File: src/rtl/exception_sequencer.sv
// Exception sequencer: picks the oldest exception, captures EPC/cause, redirects fetch and flushes the pipe.
// Latency: redirect and flushes are combinational in the detection cycle, status registers update next cycle; no backpressure.
module exception_sequencer #(
    parameter logic [31:0] HANDLER_ADDR = 32'h0000_FFFC,
    parameter int          WDOG_CYCLES  = 256
) (
    input  logic        clk,
    input  logic        reset,
    input  logic        undef_id,
    input  logic        eret_id,
    input  logic [31:0] id_pc,
    input  logic        squash_id,
    input  logic        ovf_ex,
    input  logic [31:0] ex_pc,
    output logic [1:0]  pc_sel,
    output logic [31:0] pc_target,
    output logic        flush_if_id,
    output logic        flush_id_ex,
    output logic        flush_ex_mem,
    output logic [31:0] epc,
    output logic [1:0]  cause,
    output logic        in_handler,
    output logic        double_fault,
    output logic [7:0]  exc_count
);

    typedef enum logic [1:0] {
        S_IDLE    = 2'd0,
        S_HANDLER = 2'd1,
        S_HALT    = 2'd2
    } state_t;

    localparam logic [1:0]  SEL_SEQ     = 2'b00;
    localparam logic [1:0]  SEL_HANDLER = 2'b01;
    localparam logic [1:0]  SEL_EPC     = 2'b10;
    localparam logic [1:0]  SEL_HOLD    = 2'b11;
    localparam logic [1:0]  CAUSE_NONE  = 2'b00;
    localparam logic [1:0]  CAUSE_UNDEF = 2'b01;
    localparam logic [1:0]  CAUSE_ARITH = 2'b10;
    localparam logic [15:0] WDOG_LAST   = 16'(WDOG_CYCLES - 1);

    state_t      state, state_nxt;
    logic [15:0] wdog;
    logic        ev_o, ev_u, ev_r, wdog_hit;
    logic        take_o, take_u, do_ret;

    assign ev_o     = ovf_ex;
    assign ev_u     = (undef_id | (eret_id & (state == S_IDLE))) & ~squash_id;
    assign ev_r     = eret_id & ~squash_id & (state == S_HANDLER);
    assign wdog_hit = (wdog == WDOG_LAST);

    always_comb begin
        state_nxt    = state;
        pc_sel       = SEL_SEQ;
        pc_target    = 32'd0;
        flush_if_id  = 1'b0;
        flush_id_ex  = 1'b0;
        flush_ex_mem = 1'b0;
        take_o       = 1'b0;
        take_u       = 1'b0;
        do_ret       = 1'b0;
        case (state)
            S_IDLE: begin
                // EX is older than ID, so overflow wins and the ID instruction is flushed with it
                if (ev_o) begin
                    pc_sel       = SEL_HANDLER;
                    pc_target    = HANDLER_ADDR;
                    flush_if_id  = 1'b1;
                    flush_id_ex  = 1'b1;
                    flush_ex_mem = 1'b1;
                    take_o       = 1'b1;
                    state_nxt    = S_HANDLER;
                end else if (ev_u) begin
                    pc_sel      = SEL_HANDLER;
                    pc_target   = HANDLER_ADDR;
                    flush_if_id = 1'b1;
                    flush_id_ex = 1'b1;
                    take_u      = 1'b1;
                    state_nxt   = S_HANDLER;
                end
            end
            S_HANDLER: begin
                if (ev_o || ev_u || (wdog_hit && !ev_r)) begin
                    pc_sel       = SEL_HOLD;
                    flush_if_id  = 1'b1;
                    flush_id_ex  = 1'b1;
                    flush_ex_mem = 1'b1;
                    state_nxt    = S_HALT;
                end else if (ev_r) begin
                    pc_sel      = SEL_EPC;
                    pc_target   = epc;
                    flush_if_id = 1'b1;
                    do_ret      = 1'b1;
                    state_nxt   = S_IDLE;
                end
            end
            default: begin
                pc_sel       = SEL_HOLD;
                flush_if_id  = 1'b1;
                flush_id_ex  = 1'b1;
                flush_ex_mem = 1'b1;
                state_nxt    = S_HALT;
            end
        endcase
    end

    always_ff @(posedge clk or negedge reset) begin
        if (!reset) begin
            state        <= S_IDLE;
            epc          <= 32'd0;
            cause        <= CAUSE_NONE;
            exc_count    <= 8'd0;
            wdog         <= 16'd0;
            double_fault <= 1'b0;
        end else begin
            state <= state_nxt;
            if (take_o || take_u) begin
                epc   <= take_o ? ex_pc : id_pc;
                cause <= take_o ? CAUSE_ARITH : CAUSE_UNDEF;
                if (exc_count != 8'hFF) begin
                    exc_count <= exc_count + 8'd1;
                end
            end else if (do_ret) begin
                cause <= CAUSE_NONE;
            end
            // Counts only while staying in the handler; any entry starts from zero
            if (state == S_HANDLER && state_nxt == S_HANDLER) begin
                wdog <= wdog + 16'd1;
            end else begin
                wdog <= 16'd0;
            end
            if (state_nxt == S_HALT) begin
                double_fault <= 1'b1;
            end
        end
    end

    assign in_handler = (state == S_HANDLER);

endmodule

File: config.mk
export PLATFORM = sky130hd
export DESIGN_NAME = exception_sequencer
export DESIGN_NICKNAME = d
export VERILOG_FILES = /design/src/rtl/exception_sequencer.sv
export SDC_FILE = /design/constraint.sdc
export NUM_CORES = 1
export LEC_CHECK = 0
export ABC_CLOCK_PERIOD_IN_PS = 3600
export BUFFER_PORTS_ARGS = -buffer_cell sky130_fd_sc_hd__buf_2
export CORE_MARGIN = 2
export CORE_UTILIZATION = 45
export CTS_BUF_LIST = sky130_fd_sc_hd__clkbuf_2
export CTS_CLUSTER_DIAMETER = 50
export DETAILED_ROUTE_END_ITERATION = 6
export GPL_TIMING_DRIVEN = 0
export PLACE_DENSITY_LB_ADDON = 0.05
export SYNTH_ARGS = -nofsm -noshare
export SYNTH_HDL_FRONTEND = slang
export SYNTH_SLANG_ARGS = --single-unit
export TNS_END_PERCENT = 20
File: constraint.sdc
create_clock -name clk -period 3.6 [get_ports clk]
set_input_delay 0 -clock clk [delete_from_list [all_inputs] [get_ports clk]]
set_output_delay 0 -clock clk [all_outputs]
set_load 0.005 [all_outputs]
==> results of run 1 <==
placed cells by master (no fill, tap or decap), types with 9 or more instances in the layout:
cell type | synthesis | routed
buf_2 | 4 | 153
dlygate4sd3_1 | 0 | 69
mux2i_1 | 32 | 32
clkbuf_2 | 0 | 10
o21ai_0 | 31 | 31
xor2_1 | 10 | 10
and2_1 | 20 | 20
nand2_1 | 70 | 70
nor4_1 | 9 | 9
nor2_1 | 18 | 18
dfrtp_1 | 61 | 61
synthesized netlist by cell type (all sizes together) (2+ instances only):
| cell | instances |
|---|---|
| nand2 | 70 |
| dfrtp | 61 |
| o21ai | 36 |
| mux2i | 32 |
| and2 | 20 |
| nor2 | 18 |
| buf | 10 |
| xor2 | 10 |
| nor4 | 9 |
| clkbuf | 8 |
| nand3 | 8 |
| xnor2 | 8 |
| nand4 | 7 |
| nor3 | 7 |
| inv | 5 |
| nand2b | 3 |
| a21oi | 2 |
| a31o | 2 |
| and3 | 2 |
| ha | 2 |
| mux2 | 2 |
worst min path at each step:
stage / cells past startpoint / to / slack, ns
CTS: 5 / state[1] / 0.08
global route: 2 / wdog[13] / 0.15
global placement: 3 / epc[30] / 0.28
finish: 5 / state[1] / 0.11
detailed placement: 3 / epc[30] / 0.29
floorplan: 0 / cause[0] / -0.30
state kept, by name, summed over array words and instances (netlist names):
| register | cells |
|---|---|
| exc_count | 8 |
| double_fault | 1 |
| wdog | 16 |
| cause | 2 |
| epc | 32 |
| state | 2 |
power groups by stage:
stage / clock network, mW / logic (mW) / registers [mW]
4_1_cts: 0.555 / 0.761 / 1.06
5_1_grt: 0.590 / 0.870 / 1.09
2_1_floorplan: 0 / 0.292 / 1.07
3_5_place_dp: 0 / 0.680 / 1.08
6_report: 0.541 / 0.768 / 1.07
3_3_place_gp: 0 / 0.669 / 1.07
worst max-delay path, stage by stage, from the launching register on:
cell      delay, ns
dfrtp_1        0.44
ha_1           0.23
nand3_1        0.22
nor3_1         0.16
a311oi_2       0.52
nand2_1        0.20
buf_4          0.19
buf_2          0.12
area by class of cell:
cell class | count | area (um2) | share of cell area
plain buffers | 18 | 95.1 | 0.0195
clock buffers | 10 | 50.0 | 0.0103
clock inverters | 6 | 101 | 0.0208
inverters | 5 | 18.8 | 0.00385
multi-input cells | 250 | 1520 | 0.312
flip-flops and latches | 61 | 1530 | 0.313
well taps | 96 | 120 | 0.0246
repair buffers | 219 | 1440 | 0.296
what timing repair did:
item | 4_1_cts | 5_1_grt
resized for setup | 0 | 0
buffers inserted | 0 | 0
endpoints found under the hold margin | 95 | 0
hold buffers | 69 | 0
layer usage:
layer	global-route usage	routed length [um]	part of all wire
met5	0	0	0
met4	0.0979	154	0.016
met3	0.0509	672	0.069
met2	0.422	4720	0.49
met1	0.337	4150	0.43
cells by family (layout without fill, tap and decap cells):
group,Yosys count,after routing,synth area share
AND/OR/NAND/NOR,151,151,0.231
flip-flops,61,61,0.483
AO/OA/AOI/OAI,45,45,0.0843
multiplexers,34,34,0.108
buffers and inverters,23,258,0.0360
XOR/XNOR,18,18,0.0498
adder cells (fa/ha/maj),2,2,0.00791
==> results.yml, run 1 <==
routing:
  ant_nets: 0
  wire_per_inst_um: 14.6
  vias: 3273
  drt_iter0_markers: 168
  dr.pass1.iters: 6
  via_per_inst: 4.92
  route.detailed.drc: 0
  wl_um: 9700
clock_network:
  cts_made_buffers: 9
  cts_tree: "done"
  ctsRootBufferMaster: "clkbuf_2"
  clk_pin_slew_ns: 0.16
  cts_buffer_depth: 2
  clk_latency_ns: 0.48
  clock-sinks: 61
  htree_levels: 3
yosys:
  synth_area_leaders: "dfrtp_1, mux2i_1, nand2_1, o21ai_0, and2_1"
  ys_ff_latch: 61
  syn_inst: 334
  seq_area_frac_synth: 0.483
  syn_nets: 406
  async_reset_ff_frac: 1.00
  avgSynthCellArea_um2: 9.47
  synth_top_cell_by_area: "dfrtp_1"
  synth_warnings: 0
  yosys.area.top_type_share: 0.483
  synth-edff-count: 0
  yosysUniqueCellTypes: 39
  synth_area_um2: 3160
  ys_dominant_reg_cell: "dfrtp_1"
power_and_ir_drop:
  combPwrFrac: 0.323
  p_int_mw: 1.59
  peakVddDrop_mv: 0.299
  p_leak_nw: 2.42
  switching_share: 0.332
  power_frac_clock: 0.227
  finalPower_mw: 2.38
  p_per_area_nw_per_um2: 488
  p_switching_uw: 789
  pwr-share-seq: 0.450
worst_setup_path:
  worstPathMaxFanout: 7
  path_class: "flip-flop to output pin"
  rr_worst_depth: 5
  r2r_end: "epc[19]"
  r2r_slack_ns: 1.37
  reg2reg_from: "state[0]"
  arrival_ns: 2.56
  crit_end: "pc_sel[0]"
  crit_path_end_kind: "output pin"
  startpoint: "wdog[0]"
  critPathLaunchType: "flip-flop"
  crit_required_ns: 3.60
die:
  io_pins: 151
  dieArea_um2: 7720
  chipWidth_um: 87.8
  start_util: 0.466
  core_area_um2: 6790
  rows: 30
  die_h_um: 87.8
flow_run:
  cap_viol_max_count: 0
placement:
  dp_hpwl_um: 6160
  dpl-instance-area_um2: 4030
  gp_congestion: 0.796
  io_buffers: 150
  place_inst: 580
  place_ws_ns: 1.62
global_route:
  grtUsageTotal: 0.257
  grt_overflow_total: 0
  antenna_found_initial: 0
  grt_pass1_vias: 3138
  grt_max_degree: 62
  grt_pass1_wl_um: 15200
timing:
  tns_ns: 0
  finalMaxSlewViolations: 0
  rsz0062_at_grt: "no"
  slew_headroom: 0.484
  finalSetupViolCount: 0
  max_freq_mhz: 391
  post-route-worst-setup-slack_ns: 1.04
  hold_viol: 0
  clock-skew-final_ns: 0.0178
  fin_crit_sh: 0.711
  whs_ns: 0.107
  worst_slew_pin_slew_ns: 0.774
  min_period_ns: 2.56
layout:
  nFillCells: 527
  fin_nets: 636
  drive_above_1_share: 0.318
  final_util: 0.718
  stdcell_count: 665
  num_antenna_cells: 0
  syn2layout_area_growth_pct: 54.2
  stdcell_area_um2: 4880
worst_hold_path:
  hp-start: "undef_id"
  hold_path.class: "primary input to flip-flop"
status:
  outcome: "finished clean"
(Power assumes the default switching activity.)
==> run 2, diff against run 1 <==
ABC_CLOCK_PERIOD_IN_PS = 2150   (was 3600)
CORE_UTILIZATION = 43   (was 45)
clock period = 2.15 ns   (was 3.6 ns; I/O delays follow)
==> results.yml, run 2 (same netlist as run 1, synthesis figures left out) <==
routing:
  wire_per_inst_um: 14.6
  wl_um: 9960
  via_per_inst: 4.91
  vias: 3337
  route.detailed.drc: 0
  ant_nets: 0
  dr.pass1.iters: 4
  drt_iter0_markers: 153
clock_network:
  clock-sinks: 61
  cts_tree: "done"
  clk_latency_ns: 0.50
  cts_buffer_depth: 2
  clk_pin_slew_ns: 0.15
  cts_made_buffers: 9
  htree_levels: 3
  ctsRootBufferMaster: "clkbuf_2"
placement:
  place_ws_ns: 0.140
  io_buffers: 150
  gp_congestion: 0.816
  dp_hpwl_um: 6310
  dpl-instance-area_um2: 4040
timing:
  hold_viol: 0
  rsz0062_at_grt: "yes"
  min_period_ns: 2.09
  max_freq_mhz: 478
  worst_slew_pin_slew_ns: 0.778
  clock-skew-final_ns: 0.0163
  slew_headroom: 0.482
  finalSetupViolCount: 0
  finalMaxSlewViolations: 0
  post-route-worst-setup-slack_ns: 0.0573
  fin_crit_sh: 0.973
  tns_ns: 0
global_route:
  grt_max_degree: 62
  grt_overflow_total: 0
  grtUsageTotal: 0.254
  grt_pass1_wl_um: 16400
  antenna_found_initial: 0
  grt_pass1_vias: 3346
power_and_ir_drop:
  peakVddDrop_mv: 0.401
  p_leak_nw: 2.48
  finalPower_mw: 3.64
  p_per_area_nw_per_um2: 728
worst_setup_path:
  r2r_slack_ns: 0.14
  reg2reg_from: "state[0]"
  worstPathMaxFanout: 10
  r2r_end: "epc[2]"
  crit_family: "buffers and inverters"
  critPathLaunchType: "flip-flop"
  cp_num_buf_inv: 5
  rr_worst_depth: 5
  slowest_delay_ns: 0.42
  crit_cells: 8
  path_class: "flip-flop to output pin"
  worst_path_max_delay_cell: "dfrtp_2"
  crit_required_ns: 2.15
  crit_end: "pc_sel[0]"
  path_cells: "buf_4 -> nor2_1 -> o21ai_2 -> buf_6 -> buf_2 -> nand2_1 -> buf_4 -> buf_2"
  arrival_ns: 2.09
  startpoint: "state[1]"
  crit_path_end_kind: "output pin"
layout:
  largest_reg_flops: 32
  largest_register: "epc"
  final_cell_mix: "buf_2, nand2_1, dlygate4sd3_1"
  final_common_cell: "buf_2"
  stdcell_area_um2: 5000
  reg_top3: "epc x32, wdog x16, exc_count x8"
  num_antenna_cells: 0
  fin_nets: 649
  syn2layout_area_growth_pct: 58.0
  drive_above_1_share: 0.355
  nFillCells: 585
die:
  chipWidth_um: 89.8
  dieArea_um2: 8060
  rows: 31
  io_pins: 151
  start_util: 0.441
  core_area_um2: 7180
  die_h_um: 89.8
flow_run:
  cap_viol_max_count: 0
status:
  outcome: "finished clean"
worst_hold_path:
  hold_path.class: "primary input to flip-flop"
==> run 2: cell count changes in the layout (fill, tap and decap cells not counted), moves of 2 or more <==
| cell | change |
|---|---|
| clkbuf_1 | -3 |
| dfrtp_2 | +2 |
| clkbuf_4 | +2 |
| dfrtp_1 | -2 |
| bufinv_16 | -3 |
| buf_4 | +16 |
==> run 2: power breakdown <==
part	total (mW)	switching, mW	internal, mW
clock network	0.552	0.409	0.143
logic	1.29	0.610	0.681
registers	1.79	0.299	1.49
total	3.64	1.32	2.32
==> run 2: cell type report <==
| cell class | count | area [um2] | share of cell area |
|---|---|---|---|
| Inverter | 5 | 18.8 | 0.00376 |
| Tap cell | 99 | 124 | 0.0248 |
| Clock inverter | 4 | 16.3 | 0.00326 |
| Sequential cell | 61 | 1530 | 0.306 |
| Timing Repair Buffer | 233 | 1550 | 0.310 |
| Clock buffer | 11 | 55.1 | 0.0110 |
| Multi-Input combinational cell | 250 | 1600 | 0.320 |
| Buffer | 17 | 109 | 0.0218 |
==> run 2: worst min-delay path by stage <==
stage | depth (start not counted) | slack [ns] | to | start
floorplan | 0 | -0.30 | cause[0] | reset
global placement | 3 | 0.28 | epc[7] | id_pc[7]
detailed placement | 3 | 0.28 | epc[7] | id_pc[7]
CTS | 4 | 0.01 | cause[0] | undef_id
global route | 4 | 0.09 | cause[0] | undef_id
finish | 4 | 0.04 | cause[0] | undef_id
==> run 2: worst reg2reg max path: cells and delay by family, from the launching register on <==
kind,cells,cell delay (ns)
compound gates,1,0.07
flops,1,0.51
mux,1,0.25
simple gates,1,0.33
buf+inv,2,0.74
==> run 2: per-stage QoR <==
stage,utilization,instances,hold WS (ns)
after floorplan,-,334,-0.296
after global placement,0.563,583,0.276
after detailed placement,0.563,583,0.283
after CTS,0.684,672,0.0137
after global routing,0.696,680,0.0887
final,0.696,680,0.0354
==> run 2: repair_timing <==
action	4_1_cts	5_1_grt
pin swaps	2	4
setup buffers	6	9
hold buffers	68	0
hold endpoints to repair	95	0
resized for setup	18	3
setup endpoints to repair	35	36
==> run 2: metal layers <==
metal,global-route usage,share of wire
met1,0.317,0.42
met5,0,0
met4,0.109,0.028
met3,0.0495,0.062
met2,0.431,0.49
